File: src/rtl/pulse_meter_pkg.sv
// pulse_meter_pkg
//   Shared definitions for the pulse meter: FSM state encoding and the
//   2-bit edge codes produced by the upstream edge detector.
package pulse_meter_pkg;

    typedef enum logic [1:0] {
        IDLE = 2'd0,
        HIGH = 2'd1,
        LOW  = 2'd2
    } state_t;

    localparam logic [1:0] CODE_LOW  = 2'b00;
    localparam logic [1:0] CODE_RISE = 2'b01;
    localparam logic [1:0] CODE_FALL = 2'b10;
    localparam logic [1:0] CODE_HIGH = 2'b11;

endpackage

File: src/rtl/sat_counter.sv
// sat_counter
//   Up-counter that sticks at all-ones instead of wrapping.
//   Ports:
//     clk    system clock
//     rst_   asynchronous active-low reset (count -> 0)
//     clr    synchronous clear to 0 (highest priority)
//     load1  synchronous load of 1 (start of a new measurement)
//     inc    increment by one unless already at max
//     count  current value
//     at_max count is all-ones
module sat_counter #(
    parameter int W = 8
) (
    input  logic         clk,
    input  logic         rst_,
    input  logic         clr,
    input  logic         load1,
    input  logic         inc,
    output logic [W-1:0] count,
    output logic         at_max
);

    localparam logic [W-1:0] ONE = {{(W-1){1'b0}}, 1'b1};

    assign at_max = (count == {W{1'b1}});

    always_ff @(posedge clk or negedge rst_) begin
        if (!rst_) begin
            count <= '0;
        end else if (clr) begin
            count <= '0;
        end else if (load1) begin
            count <= ONE;
        end else if (inc && !at_max) begin
            count <= count + ONE;
        end
    end

endmodule

File: src/rtl/pulse_meter.sv
// pulse_meter
//   Measures high width and period (in clk cycles) of a signal described by
//   a per-cycle edge-code stream, and presents each completed measurement on
//   a valid/ready port. Flags dropped results (overrun) and illegal code
//   sequences (err); both flags are sticky until clr_flags.
//   Ports:
//     clk        system clock
//     rst_       asynchronous active-low reset
//     en         measurement enable; low returns to IDLE, partial count lost
//     code       edge code: 00 low, 01 rise, 10 fall, 11 high
//     clr_flags  clears overrun/err on the next edge (a new event wins)
//     ready      consumer handshake
//     valid      result available
//     high_width high cycles of the reported measurement
//     period     rise-to-rise cycles of the reported measurement
//     sat        a counter saturated during the reported measurement
//     overrun    sticky: a result was dropped while valid was pending
//     err        sticky: illegal code sequence seen
//
//   state | meaning
//   ------+---------------------------------------------------------
//   IDLE  | no measurement running, waiting for a rising edge
//   HIGH  | inside the high phase, hcnt and pcnt counting
//   LOW   | inside the low phase, pcnt counting, next rise closes it
module pulse_meter
    import pulse_meter_pkg::*;
#(
    parameter int W = 8
) (
    input  logic         clk,
    input  logic         rst_,
    input  logic         en,
    input  logic [1:0]   code,
    input  logic         clr_flags,
    input  logic         ready,
    output logic         valid,
    output logic [W-1:0] high_width,
    output logic [W-1:0] period,
    output logic         sat,
    output logic         overrun,
    output logic         err
);

    state_t       state, state_nx;
    logic         cnt_clr, cnt_load1, h_inc, p_inc;
    logic         emit, err_ev, ovr_ev, accept;
    logic [W-1:0] hcnt, pcnt;
    logic         h_max, p_max;

    sat_counter #(.W(W)) u_hcnt (
        .clk    (clk),
        .rst_   (rst_),
        .clr    (cnt_clr),
        .load1  (cnt_load1),
        .inc    (h_inc),
        .count  (hcnt),
        .at_max (h_max)
    );

    sat_counter #(.W(W)) u_pcnt (
        .clk    (clk),
        .rst_   (rst_),
        .clr    (cnt_clr),
        .load1  (cnt_load1),
        .inc    (p_inc),
        .count  (pcnt),
        .at_max (p_max)
    );

    always_comb begin
        state_nx  = state;
        cnt_clr   = 1'b0;
        cnt_load1 = 1'b0;
        h_inc     = 1'b0;
        p_inc     = 1'b0;
        emit      = 1'b0;
        err_ev    = 1'b0;
        if (!en) begin
            state_nx = IDLE;
            cnt_clr  = 1'b1;
        end else begin
            case (state)
                IDLE: begin
                    if (code == CODE_RISE) begin
                        state_nx  = HIGH;
                        cnt_load1 = 1'b1;
                    end
                end
                HIGH: begin
                    case (code)
                        CODE_HIGH: begin
                            h_inc = 1'b1;
                            p_inc = 1'b1;
                        end
                        CODE_FALL: begin
                            state_nx = LOW;
                            p_inc    = 1'b1;
                        end
                        CODE_RISE: begin
                            err_ev    = 1'b1;
                            cnt_load1 = 1'b1;
                        end
                        default: begin
                            err_ev   = 1'b1;
                            state_nx = IDLE;
                            cnt_clr  = 1'b1;
                        end
                    endcase
                end
                LOW: begin
                    case (code)
                        CODE_LOW: begin
                            p_inc = 1'b1;
                        end
                        CODE_FALL: begin
                            err_ev = 1'b1;
                            p_inc  = 1'b1;
                        end
                        CODE_HIGH: begin
                            err_ev   = 1'b1;
                            state_nx = IDLE;
                            cnt_clr  = 1'b1;
                        end
                        default: begin
                            // Rise closes this period and opens the next one.
                            emit      = 1'b1;
                            cnt_load1 = 1'b1;
                            state_nx  = HIGH;
                        end
                    endcase
                end
                default: begin
                    state_nx = IDLE;
                    cnt_clr  = 1'b1;
                end
            endcase
        end
    end

    // A new result may replace the pending one only if it is being taken now.
    assign accept = emit && (!valid || ready);
    assign ovr_ev = emit && valid && !ready;

    always_ff @(posedge clk or negedge rst_) begin
        if (!rst_) begin
            state      <= IDLE;
            valid      <= 1'b0;
            high_width <= '0;
            period     <= '0;
            sat        <= 1'b0;
            overrun    <= 1'b0;
            err        <= 1'b0;
        end else begin
            state <= state_nx;
            if (accept) begin
                valid      <= 1'b1;
                high_width <= hcnt;
                period     <= pcnt;
                // Counters never decrease within a measurement, so at_max now
                // means max was reached at some point since the restart.
                sat        <= h_max || p_max;
            end else if (valid && ready) begin
                valid <= 1'b0;
            end
            if (ovr_ev) begin
                overrun <= 1'b1;
            end else if (clr_flags) begin
                overrun <= 1'b0;
            end
            if (err_ev) begin
                err <= 1'b1;
            end else if (clr_flags) begin
                err <= 1'b0;
            end
        end
    end

endmodule
File: config.mk
export PLATFORM = sky130hd
export DESIGN_NAME = pulse_meter
export DESIGN_NICKNAME = d
export VERILOG_FILES = /design/src/rtl/pulse_meter_pkg.sv /design/src/rtl/sat_counter.sv /design/src/rtl/pulse_meter.sv
export SDC_FILE = /design/constraint.sdc
export NUM_CORES = 1
export LEC_CHECK = 0
export CORE_MARGIN = 1.5
export CORE_UTILIZATION = 44
export CTS_CLUSTER_SIZE = 40
export DETAILED_ROUTE_END_ITERATION = 8
export PLACE_DENSITY = 0.75
export SLEW_MARGIN = 20
export SYNTH_ARGS = -nofsm -noshare
export SYNTH_HDL_FRONTEND = slang
export SYNTH_SLANG_ARGS = --single-unit
File: constraint.sdc
create_clock -name clk -period 2.88 [get_ports clk]
set_input_delay 0.432 -clock clk [delete_from_list [all_inputs] [get_ports clk]]
set_output_delay 0.432 -clock clk [all_outputs]
set_load 0.01 [all_outputs]
Word-level counts from Yosys, hierarchy flattened. Cells that the tools add are included.

Register bits after elaboration: 38. Input port bits: 7. Output and inout bits: 20. Logic and storage cells: 82.

Multiplexer cells: 35. Eq/ne operators: 10. $add $sub $neg: 2. Reduce and logical (&&, ||, !) cells: 26.

Operators by type and width (count): 2-to-1 mux 8 bit (6); 2-to-1 mux 1 bit (20); adder 8 x 1 -> 8 bit, second input constant (2); equality test 8 bit, second input constant (2); inequality test 3 bit, second input constant (3); one-hot mux 2 bit (2 select lines) (2); OR reduction 2 bit (4); equality test 2 bit, second input constant (3); logical AND 1 bit (6); one-hot mux 1 bit (2 select lines) (3); one-hot mux 2 bit (3 select lines) (1); nonzero test 2 bit (3); nonzero test 3 bit (2); OR reduction 3 bit (2); equality test 2 x 1 -> 1 bit, second input constant (2); zero test 1 bit (4); zero test 2 bit (2); 2-to-1 mux 2 bit (2); one-hot mux 1 bit (3 select lines) (1); AND reduction 3 bit (1); logical OR 1 bit (2).

Logic depth before layout (Yosys ltp).
Depth in word-level cells: 9. Gate-level depth with buffers: 8. Depth with buffers taken out: 6.

Modules after synthesis. From an unflattened synthesis, not the netlist that was laid out.

Cell total of the unflattened synthesis: 177. Area, all modules: 2118.3 sq um.

By module, submodules not included: pulse_meter (area each 1084.8 sq um, instances 1, seq. area each 550.5 sq um, cells an instance 79); sat_counter (area each 516.7 sq um, instances 2, seq. area each 200.2 sq um, cells an instance 49).

Least setup slack after synthesis. Ideal clock, no wire load.

Path kind: register to register. Start point: reg state[0]. End point: reg high_width[7]. Data required time: 2.755 ns. Path slack: 1.133 ns. Arrival time: 1.622 ns. Clock period less this slack: 1.747 ns. Cell stages (with the launch flop): 8. Path through: dfrtp_1 inv_1 ha_1 nand4b_1 nor2b_1 buf_4 buf_6 mux2_2.

Cells in the longest elaborated chain, start to end: 4.

RTL lines: start: declaration (line pulse_meter.sv:44) `state_t state, state_nx;`; start signal: assignment (line pulse_meter.sv:154) `state <= state_nx;`; equality test 2 bit (line pulse_meter.sv:82) `case (state)`; 2-to-1 mux 1 bit (line pulse_meter.sv:82); 2-to-1 mux 1 bit (line pulse_meter.sv:78) `if (!en) begin`; logical AND 1 bit (line pulse_meter.sv:141) `assign accept = emit && (!valid || ready);`; end signal: assignment (line pulse_meter.sv:157) `high_width <= hcnt;`; end: declaration (line pulse_meter.sv:37) `output logic [W-1:0] high_width,`.

Every way passes these cells. A chain may end at the register's enable or synchronous reset.

Final worst setup path.
Start point: in code[1]. End point: reg u_pcnt.count[4].

Cells in the longest elaborated chain, start to end: 7. Elaborated cells on any way between the ends: 24. Classes of those cells: eq/ne (3); mux (14); reduce/logical (7).

RTL lines: start: declaration (line pulse_meter.sv:33) `input logic [1:0] code,`; equality test 2 bit / zero test 2 bit (equally long branches) (line pulse_meter.sv:90, pulse_meter.sv:111); OR reduction 3 bit (no line) / OR reduction 2 bit (equally long branches); 2-to-1 mux 1 bit, on equally long branches (line pulse_meter.sv:111, pulse_meter.sv:90); one-hot mux 1 bit (2 select lines) (line pulse_meter.sv:82); 2-to-1 mux 1 bit (line pulse_meter.sv:78); 2-to-1 mux 8 bit / logical AND 1 bit (equally long branches) (line sat_counter.sv:32, sat_counter.sv:34); 2-to-1 mux 8 bit / nonzero test 3 bit (equally long branches); end signal: assignment (line sat_counter.sv:35) `count <= count + ONE;`; end: declaration (line sat_counter.sv:19) `output logic [W-1:0] count,`.

Parallel ways exist; a longest one is shown, timed or not.

==> flow_metrics.tcl <==
set metrics [dict create \
    vias 1382 \
    swShare_pct 24.9 \
    nFillCells 370 \
    grt_pass1_vias 1409 \
    grt_max_degree 39 \
    p_comb_share_pct 13.3 \
    cp.depth 5 \
    endpoint "u_pcnt.count[4]" \
    cp_max_fo 13 \
    worstSetupPathType "in -> reg" \
    cts_max_level 2 \
    worst-slew-pin-transition_ns 0.822 \
    synth_area_leader_cell "dfrtp_1" \
    route.detailed.drc 0 \
    portBuffers 26 \
    max_stage_delay_ns 0.64 \
    synthFlopType "dfrtp_1" \
    ant_nets 0 \
    setup.worst_path.start_class "input pin" \
    drtIter0Drc 87 \
    rows 23 \
    power.leakage_nw 0.977 \
    synth.yosys.seq_area_share_pct 49.3 \
    internal_power_mw 0.870 \
    synth_fp_nets 191 \
    r2r_start "state[0]" \
    cts.sink_count 38 \
    dieWidth_um 69.2 \
    avgSynthCellArea_um2 11.0 \
    cap_violations 0 \
    hold_viol 0 \
    netlist_instances 176 \
    arrival_ns 2.23 \
    r2r-end "u_pcnt.count[4]" \
    ir_worst_vdd_v 0.000362 \
    p_switching_mw 0.288 \
    finalMaxSlewViolations 0 \
    synth_most_common_cell "dfrtp_1" \
    die_h_um 69.2 \
    finalCritPeriodShare_pct 70.2 \
    globalRouteOverflowTotal 0 \
    clkPwrFrac_pct 37.5 \
    fin_ws_ns 0.857 \
    initial_core_util_pct 46.9 \
    cts_hold_buf 0 \
    powerDensity_nw_per_um2 505 \
    placedCellCount 245 \
    status "finished clean" \
    nets 217 \
    cts_tree "yes" \
    antenna_found_initial 0 \
    slew_headroom_pct 45.2 \
    setup_viol 0 \
    clkLatencyLatePin_ns 0.28 \
    worst_path_max_delay_cell "clkdlybuf4s50_1" \
    layout-drive-gt1-share_pct 13.8 \
    async_reset_ff_share_pct 100 \
    synth_edf_count 0 \
    grt_first_pass_wirelength_um 6210 \
    fmax_ghz 0.494 \
    cp_top_family "simple AND/OR/NAND/NOR gates" \
    ff2ff_path_depth 6 \
    die_area_um2 4790 \
    gp_congestion 0.863 \
    path_cells "clkdlybuf4s50_1, nand2_1, a21o_1, or4_1, a21oi_1" \
    cp_num_buf_inv 1 \
    ys_warn_count 0 \
    min_period_ns 2.02 \
    area_growth_syn_to_layout_pct 18.9 \
    final_cells 253 \
    ys_seq_elements 38 \
    cts_setup_buffers 0 \
    finClkSkew_ns 0.00439 \
    holdCritPathClass "in -> async" \
    synth_top_area_share_pct 49.3 \
    startpoint "code[1]" \
    synth_cell_type_count 38 \
    cts-resized-gates 0 \
    clk_pin_slew_ns 0.07 \
    fin_total_pwr_mw 1.16 \
    viasPerCell 5.46 \
    seq_power_share_pct 49.2 \
    synth_area_um2 1930 \
    drt-total-wl_um 3540 \
    tns_ns 0 \
    diodes 0 \
    rsz0062_at_grt "false" \
    io_pins 27 \
    synth_top_cells_by_count "38 x dfrtp_1, 17 x mux2_2, 14 x nand2_1" \
    cp-end-kind "register" \
    coreArea_um2 4120 \
    wl_per_cell_um 14.0 \
    clockBufferDepth 2 \
    track_usage_pct 16.1 \
    netlist_top_cells_area "dfrtp_1 49%, mux2_2 9.9%, ha_1 5.2%, a21oi_1 3.1%, nand2_1 2.7%" \
    r2r_slack_ns 0.86 \
    hpwl_um 2490 \
    dp_slack_ns 0.565 \
    clock-root-buffer "clkbuf_8" \
    critPathRequiredTime_ns 3.08 \
    dr.pass1.iters 4 \
    cts_buffers 5 \
]
kinds of logic (layout without fill, tap and decap cells):
| logic type | after synthesis | in the layout | share of synthesized area [%] |
|---|---|---|---|
| compound gates | 33 | 33 | 10.8 |
| flops | 38 | 38 | 49.3 |
| buf+inv | 14 | 41 | 4.80 |
| xor+xnor | 6 | 6 | 2.73 |
| simple gates | 58 | 58 | 16.2 |
| fa+ha+maj | 8 | 8 | 5.19 |
| mux | 19 | 19 | 11.0 |
power groups by stage:
stage	sequential, mW	combinational, mW	clock [mW]
after floorplan	0.581	0.0973	0
after global placement	0.579	0.152	0
after detailed placement	0.581	0.155	0
after CTS	0.570	0.155	0.449
after global routing	0.573	0.176	0.471
final	0.570	0.154	0.434
worst min path at each step:
| stage | start | endpoint | slack, ns | cells after the start |
|---|---|---|---|---|
| 3_3_place_gp | high_width[1] | high_width[1] | 0.49 | 1 |
| 3_5_place_dp | high_width[5] | high_width[5] | 0.49 | 1 |
| 2_1_floorplan | rst_ | err | 0.14 | 0 |
| 5_1_grt | rst_ | u_hcnt.count[4] | 0.31 | 1 |
| 6_report | rst_ | u_hcnt.count[4] | 0.24 | 1 |
| 4_1_cts | rst_ | high_width[5] | 0.26 | 1 |
through the flow:
stage          hold WS (ns)  cell area (um^2)  utilization (%)
2_1_floorplan         0.136              1930                -
3_3_place_gp          0.489              2180             53.1
3_5_place_dp          0.495              2180             53.1
4_1_cts               0.264              2290             55.7
5_1_grt               0.312              2290             55.7
6_report              0.242              2290             55.7
cell usage in the layout (no fill, tap or decap), drive strengths merged, types with 6 or more instances in the layout:
| cell | synthesis | routed |
|---|---|---|
| clkdlybuf4s50 | 0 | 25 |
| a21oi | 12 | 12 |
| dfrtp | 38 | 38 |
| inv | 6 | 6 |
| mux2 | 17 | 17 |
| nand2 | 14 | 14 |
| ha | 8 | 8 |
| nand3 | 8 | 8 |
| nor2 | 10 | 10 |
state kept, by name (all words and copies together), names as in the netlist:
register	cells
u_pcnt.count	8
state	2
high_width	8
err	1
sat	1
period	8
overrun	1
u_hcnt.count	8
valid	1
per-layer routing:
metal | vias to the layer above | routed length [um] | track usage [%]
met5 | - | 0 | 0
li1 | 689 | - | -
met1 | 656 | 1710 | 20.0
met3 | 5 | 123 | 4.80
met4 | 0 | 54 | 7.63
met2 | 32 | 1650 | 25.5
final cells by class:
cell class	instances	area, um^2	area share, %
clock buffers	5	68.8	3.00
repair buffers	27	263	11.5
well taps	50	62.6	2.73
inverters	6	22.5	0.983
multi-input cells	124	885	38.6
clock inverters	3	40.0	1.75
flip-flops and latches	38	951	41.5
Note: power is estimated with default switching activity, not from simulation.
